--- src/rtl/fifo_merge2_pkt_if.sv ---
// Handshake bundle between two upstream FIFOs (EMPTY_N/DEQ), the merge block
// and the downstream FIFO enqueue port (ENQ/FULL_N), plus merge status.
interface fifo_merge2_pkt_if #(
    parameter int DATA_WIDTH = 8
);
    logic                  EMPTY_N0;
    logic                  EMPTY_N1;
    logic [DATA_WIDTH-1:0] D_IN0;
    logic [DATA_WIDTH-1:0] D_IN1;
    logic                  LAST0;
    logic                  LAST1;
    logic                  DEQ0;
    logic                  DEQ1;
    logic                  FULL_N;
    logic                  ENQ;
    logic [DATA_WIDTH-1:0] D_OUT;
    logic                  LAST_OUT;
    logic                  OWNER;
    logic                  LOCKED;
    logic                  ERR;

    modport master (
        output EMPTY_N0, EMPTY_N1, D_IN0, D_IN1, LAST0, LAST1, FULL_N,
        input  DEQ0, DEQ1, ENQ, D_OUT, LAST_OUT, OWNER, LOCKED, ERR
    );

    modport slave (
        input  EMPTY_N0, EMPTY_N1, D_IN0, D_IN1, LAST0, LAST1, FULL_N,
        output DEQ0, DEQ1, ENQ, D_OUT, LAST_OUT, OWNER, LOCKED, ERR
    );
endinterface

--- src/rtl/fifo_merge2_pkt.sv ---
// Two-source packet-aware round-robin merge into a single downstream FIFO.
// Packets are never interleaved; packets longer than MAXLEN beats raise a sticky ERR.
module fifo_merge2_pkt #(
    parameter int DATA_WIDTH = 8,
    parameter int MAXLEN     = 16
) (
    input  logic             CLK,
    input  logic             RST,
    input  logic             CLR,
    fifo_merge2_pkt_if.slave bus
);
    localparam int CNT_W = $clog2(MAXLEN + 1);
    localparam logic [CNT_W-1:0] CNT_MAX = CNT_W'(MAXLEN);
    localparam logic [CNT_W-1:0] ERR_AT  = CNT_W'(MAXLEN - 1);

    typedef enum logic {
        ST_OPEN   = 1'b0,
        ST_LOCKED = 1'b1
    } state_t;

    state_t           state;
    state_t           state_next;
    logic             owner_reg;
    logic             owner_next;
    logic             prio_reg;
    logic             prio_next;
    logic [CNT_W-1:0] cnt_reg;
    logic [CNT_W-1:0] cnt_next;
    logic             err_reg;
    logic             err_next;

    logic                  sel;
    logic                  sel_empty_n;
    logic                  sel_last;
    logic [DATA_WIDTH-1:0] sel_data;
    logic                  xfer;

    function automatic logic [CNT_W-1:0] sat_inc(input logic [CNT_W-1:0] c);
        if (c >= CNT_MAX) begin
            return CNT_MAX;
        end
        return c + CNT_W'(1);
    endfunction

    // Source selection: a locked packet keeps its owner; otherwise a lone
    // non-empty source wins immediately, ties go to the round-robin pointer.
    always_comb begin
        sel = prio_reg;
        if (state == ST_LOCKED) begin
            sel = owner_reg;
        end else if (bus.EMPTY_N0 && !bus.EMPTY_N1) begin
            sel = 1'b0;
        end else if (!bus.EMPTY_N0 && bus.EMPTY_N1) begin
            sel = 1'b1;
        end
    end

    assign sel_empty_n = sel ? bus.EMPTY_N1 : bus.EMPTY_N0;
    assign sel_last    = sel ? bus.LAST1    : bus.LAST0;
    assign sel_data    = sel ? bus.D_IN1    : bus.D_IN0;

    // RST gates the handshake so nothing moves while reset is held.
    assign xfer = sel_empty_n && bus.FULL_N && !CLR && RST;

    assign bus.ENQ      = xfer;
    assign bus.DEQ0     = xfer && !sel;
    assign bus.DEQ1     = xfer && sel;
    assign bus.D_OUT    = sel_data;
    assign bus.LAST_OUT = sel_last;
    assign bus.OWNER    = owner_reg;
    assign bus.LOCKED   = (state == ST_LOCKED);
    assign bus.ERR      = err_reg;

    always_comb begin
        state_next = state;
        owner_next = owner_reg;
        prio_next  = prio_reg;
        cnt_next   = cnt_reg;
        err_next   = err_reg;
        if (CLR) begin
            state_next = ST_OPEN;
            owner_next = 1'b0;
            prio_next  = 1'b0;
            cnt_next   = '0;
            err_next   = 1'b0;
        end else if (xfer) begin
            if (sel_last) begin
                state_next = ST_OPEN;
                prio_next  = !sel;
                cnt_next   = '0;
            end else begin
                state_next = ST_LOCKED;
                owner_next = sel;
                cnt_next   = sat_inc(cnt_reg);
                if (cnt_reg >= ERR_AT) begin
                    err_next = 1'b1;
                end
            end
        end
    end

    always_ff @(posedge CLK or negedge RST) begin
        if (!RST) begin
            state     <= ST_OPEN;
            owner_reg <= 1'b0;
            prio_reg  <= 1'b0;
            cnt_reg   <= '0;
            err_reg   <= 1'b0;
        end else begin
            state     <= state_next;
            owner_reg <= owner_next;
            prio_reg  <= prio_next;
            cnt_reg   <= cnt_next;
            err_reg   <= err_next;
        end
    end
endmodule

--- src/flat_wrapper.sv ---
// flat-port wrapper written by rule: the top's interface ports become plain ports
module fifo_merge2_pkt_flat 
#(
    parameter int DATA_WIDTH = 8,
    parameter int MAXLEN     = 16
)
  (CLK, RST, CLR, bus_EMPTY_N0, bus_EMPTY_N1, bus_D_IN0, bus_D_IN1, bus_LAST0, bus_LAST1, bus_FULL_N, bus_DEQ0, bus_DEQ1, bus_ENQ, bus_D_OUT, bus_LAST_OUT, bus_OWNER, bus_LOCKED, bus_ERR);
  fifo_merge2_pkt_if #(.DATA_WIDTH(DATA_WIDTH)) bus_i ();
  input  logic CLK;
  input  logic RST;
  input  logic CLR;
  input wire logic [$bits(bus_i.EMPTY_N0)-1:0] bus_EMPTY_N0;
  input wire logic [$bits(bus_i.EMPTY_N1)-1:0] bus_EMPTY_N1;
  input wire logic [$bits(bus_i.D_IN0)-1:0] bus_D_IN0;
  input wire logic [$bits(bus_i.D_IN1)-1:0] bus_D_IN1;
  input wire logic [$bits(bus_i.LAST0)-1:0] bus_LAST0;
  input wire logic [$bits(bus_i.LAST1)-1:0] bus_LAST1;
  input wire logic [$bits(bus_i.FULL_N)-1:0] bus_FULL_N;
  output wire logic [$bits(bus_i.DEQ0)-1:0] bus_DEQ0;
  output wire logic [$bits(bus_i.DEQ1)-1:0] bus_DEQ1;
  output wire logic [$bits(bus_i.ENQ)-1:0] bus_ENQ;
  output wire logic [$bits(bus_i.D_OUT)-1:0] bus_D_OUT;
  output wire logic [$bits(bus_i.LAST_OUT)-1:0] bus_LAST_OUT;
  output wire logic [$bits(bus_i.OWNER)-1:0] bus_OWNER;
  output wire logic [$bits(bus_i.LOCKED)-1:0] bus_LOCKED;
  output wire logic [$bits(bus_i.ERR)-1:0] bus_ERR;
  assign bus_i.EMPTY_N0 = bus_EMPTY_N0;
  assign bus_i.EMPTY_N1 = bus_EMPTY_N1;
  assign bus_i.D_IN0 = bus_D_IN0;
  assign bus_i.D_IN1 = bus_D_IN1;
  assign bus_i.LAST0 = bus_LAST0;
  assign bus_i.LAST1 = bus_LAST1;
  assign bus_i.FULL_N = bus_FULL_N;
  assign bus_DEQ0 = bus_i.DEQ0;
  assign bus_DEQ1 = bus_i.DEQ1;
  assign bus_ENQ = bus_i.ENQ;
  assign bus_D_OUT = bus_i.D_OUT;
  assign bus_LAST_OUT = bus_i.LAST_OUT;
  assign bus_OWNER = bus_i.OWNER;
  assign bus_LOCKED = bus_i.LOCKED;
  assign bus_ERR = bus_i.ERR;
  fifo_merge2_pkt #(.DATA_WIDTH(DATA_WIDTH), .MAXLEN(MAXLEN)) u_core (.CLK(CLK), .RST(RST), .CLR(CLR), .bus(bus_i));
endmodule
--- config.mk ---
export PLATFORM = sky130hd
export DESIGN_NAME = fifo_merge2_pkt_flat
export DESIGN_NICKNAME = d
export VERILOG_FILES = /design/src/rtl/fifo_merge2_pkt_if.sv /design/src/rtl/fifo_merge2_pkt.sv /design/src/flat_wrapper.sv
export SDC_FILE = /design/constraint.sdc
export NUM_CORES = 1
export LEC_CHECK = 0
export CAP_MARGIN = 40
export CORE_AREA = 2 2 52 42
export CTS_BUF_LIST = sky130_fd_sc_hd__clkbuf_4
export CTS_CLUSTER_DIAMETER = 200
export DETAILED_ROUTE_END_ITERATION = 10
export DIE_AREA = 0 0 54 44
export GPL_TIMING_DRIVEN = 1
export PLACE_DENSITY_LB_ADDON = 0.3
export SYNTH_ARGS = -nofsm -noshare
export SYNTH_HDL_FRONTEND = slang
export SYNTH_SLANG_ARGS = --single-unit
--- constraint.sdc ---
create_clock -name CLK -period 2.9 [get_ports CLK]
set_clock_uncertainty 0.15 [all_clocks]
set_input_delay 0.435 -clock CLK [delete_from_list [all_inputs] [get_ports CLK]]
set_output_delay 0.435 -clock CLK [all_outputs]
set_load 0.005 [all_outputs]
==> impl_metrics.yaml <==
clocking:
  cts-htree-levels: 1
  cts_bufs_inserted: 3
  cts_tree: "built"
  post_cts_buffers: 0
  cts-root-buf: "sky130_fd_sc_hd__clkbuf_4"
  tritoncts_num_sinks: 9
  cts.clk_slew.worst_paths_ns: 0.06
  max-clock-path-buffers: 2
  worstSkewPairLatency_ns: 0.25
pwr:
  pleak_uw: 0.0005028
  max-vdd-ir-drop_mv: 0.3093
  powerDensity_mw_per_mm2: 291.0
grt:
  antenna_violations_before_repair: 0
  grt_overflow: 0
  grt_pass1_wl_um: 2904
  grt_max_degree: 10
  track_usage_pct: 16.61
  first_global_vias: 636
route:
  postRouteAntennaNets: 0
  wirelength_met1_um: 893
  detail_route_met3_wl_um: 91
  dr_wl_met2_um: 890
  route.vias.total: 693
  totalWireLength_um: 1875
  wl_per_cell_um: 13.11
  remaining_drc_errors: 0
  initialDrtViolationCount: 12
  via_per_inst: 4.846
  top_signal_layer_used: "met3"
  drt-pass1-iter-count: 4
sta:
  period_share_pct: 97.55
  slew_violations: 0
  finalWorstPathRequiredPeriod_ns: 2.829
  finalSetupTns_ns: 0
  hold_viol_final: 0
  unrepaired_setup_endpoints_after_global_routing: "false"
  setup_viol: 0
  max_slew.worst_pin.slew_ns: 0.3723
  fmax_ghz: 0.3535
  relSlewSlack_pct: 74.54
synthesis:
  synth.ff_latch_count: 9
  syn_area_sq_um: 675.6
  synth_area_per_cell_sq_um: 9.255
  yosys.cell_types.count: 27
  synth.area.top_cells: "sky130_fd_sc_hd__dfrtp_1 33%, sky130_fd_sc_hd__mux2_2 13%, sky130_fd_sc_hd__ha_1 5.6%"
  postSynthCellCount: 73
  yosysTopAreaCellShare_pct: 33.33
  mappedNetlistNets: 100
  yosysTopAreaCell: "sky130_fd_sc_hd__dfrtp_1"
  register_area_share_after_synthesis_pct: 33.33
  yosys_warnings: 0
critical_path:
  regToRegStartpoint: "u_core.bus.LOCKED$_DFFE_PN0P_"
  startpoint_type: "input port"
  worstSetupEndpointType: "output pin"
  worst-setup-path-type: "input port to output pin"
  setup.reg_to_reg.worst_slack_ns: 0.73
  arrival_ns: 2.24
  critPathMaxFanout: 8
  cp.required_ns: 2.32
  reg2regPathDepth: 6
  timing.rr.end: "u_core.cnt_reg[3]$_DFFE_PN0P_"
place:
  postPlaceCellArea_sq_mm: 0.001126
  port-buffer-count: 38
  dpl.hpwl_um: 1528
  finalWeightedCongestion: 0.8733
run:
  count_of_max_cap_constraint_violations: 0
die:
  floorplan.die.width_um: 54
  die_area_sq_mm: 0.002376
  top_level_ports: 39
  floorplan.initialDensity_pct: 35.71
  row_count: 14
  dieHeight_um: 44
  core_outline_area_sq_mm: 0.001892
min_path:
  hold_class: "input port to asynchronous set/reset pin"
layout:
  stdcell_area_sq_mm: 0.001169
  largest_register_ff_count: 5
  final_util_pct: 61.77
  fill_cells: 171
  area_growth_syn_to_layout_pct: 72.96
  design.final.nets: 147
  drive_above_1_share_pct: 20.17
  antenna-diode-count: 0
run_status:
  outcome: "complete, no violations"
==> through the flow <==
step,cells,worst slack [ns],hold slack [ns],total power [uW]
floorplan,73,0.7499,-0.01059,167.8
global placement,139,0.03747,0.4030,238.7
detailed placement,139,0.02287,0.4205,239.7
CTS,143,0.01332,0.3413,344.5
global route,143,0.008412,0.3524,361.2
finish,143,0.07110,0.3404,340.1
==> Yosys cell counts, drive strengths merged <==
| cell | n |
|---|---|
| a2111oi | 1 |
| a21boi | 1 |
| a21oi | 6 |
| a31oi | 1 |
| a32o | 2 |
| and2 | 1 |
| and3 | 2 |
| and3b | 1 |
| buf | 1 |
| clkbuf | 2 |
| dfrtp | 9 |
| ha | 3 |
| inv | 6 |
| mux2 | 8 |
| mux2i | 1 |
| nand2 | 8 |
| nand2b | 3 |
| nand3 | 1 |
| nand4 | 3 |
| nor2 | 3 |
| nor3 | 3 |
| o211a | 1 |
| o21ai | 3 |
| o31ai | 1 |
| or2 | 1 |
| or4b | 1 |
==> cell type report <==
cell class	instances	area, sq um	area share (%)
repair buffers	45	445.4	38.12
flip-flops and latches	9	225.2	19.27
inverters	6	22.52	1.927
multi-input cells	55	415.4	35.55
well taps	24	30.03	2.570
clock buffers	4	30.03	2.570
==> worst max-delay path by stage <==
stage	startpoint	to	slack [ns]	cells past startpoint
6_report	bus_EMPTY_N0	bus_D_OUT[7]	0.07	6
5_1_grt	bus_EMPTY_N0	bus_LAST_OUT	0.008	7
4_1_cts	bus_EMPTY_N1	bus_D_OUT[6]	0.01	6
3_5_place_dp	bus_EMPTY_N1	bus_D_OUT[6]	0.02	6
3_3_place_gp	bus_EMPTY_N1	bus_D_OUT[6]	0.04	6
2_1_floorplan	bus_EMPTY_N0	bus_D_OUT[0]	0.75	4
==> cell families after synthesis <==
| group | share of synthesized area, % |
|---|---|
| adders and majority gates | 5.556 |
| DFF | 33.33 |
| muxes | 16.67 |
| and+or+nand+nor | 21.11 |
| buffers and inverters | 5.185 |
| AOI/OAI and AO/OA | 18.15 |
==> cell usage in the layout, fill, tap and decap left out, types with 3 or more instances in the layout <==
master and count:
sky130_fd_sc_hd__nor3_1 3, sky130_fd_sc_hd__dfrtp_1 9, sky130_fd_sc_hd__ha_1 3, sky130_fd_sc_hd__buf_4 5, sky130_fd_sc_hd__inv_1 4, sky130_fd_sc_hd__clkdlybuf4s50_1 36, sky130_fd_sc_hd__nand4_1 3, sky130_fd_sc_hd__mux2_2 8
sky130_fd_sc_hd__o21ai_0 3, sky130_fd_sc_hd__nor2_1 3, sky130_fd_sc_hd__nand2_1 8, sky130_fd_sc_hd__nand2b_1 3, sky130_fd_sc_hd__a21oi_1 6, sky130_fd_sc_hd__clkbuf_4 4
==> critical path: stages <==
cell                              delay [ns]
sky130_fd_sc_hd__clkdlybuf4s50_1        0.45
sky130_fd_sc_hd__a21boi_2               0.19
sky130_fd_sc_hd__o31ai_4                0.22
sky130_fd_sc_hd__buf_6                  0.17
sky130_fd_sc_hd__mux2_2                 0.33
sky130_fd_sc_hd__clkdlybuf4s50_1        0.44
==> routing by layer <==
layer	global-route usage [%]	up-vias
met4	0	0
met5	0	-
met2	23.17	14
met3	5.517	0
met1	26.34	326
li1	-	353
==> where the power goes <==
| part | total, uW | switching, uW | internal [uW] |
|---|---|---|---|
| Combinational | 109 | 36.7 | 72.3 |
| Sequential | 129 | 1.94 | 127 |
| Clock | 102 | 39.9 | 62.1 |
| Total | 340 | 78.6 | 262 |
==> what timing repair did <==
item / CTS / global route
hold buffers: 0 / 0
gates resized for setup: 0 / 4
endpoints found under the setup margin: 0 / 9
Note: power is estimated with default switching activity, not from simulation.
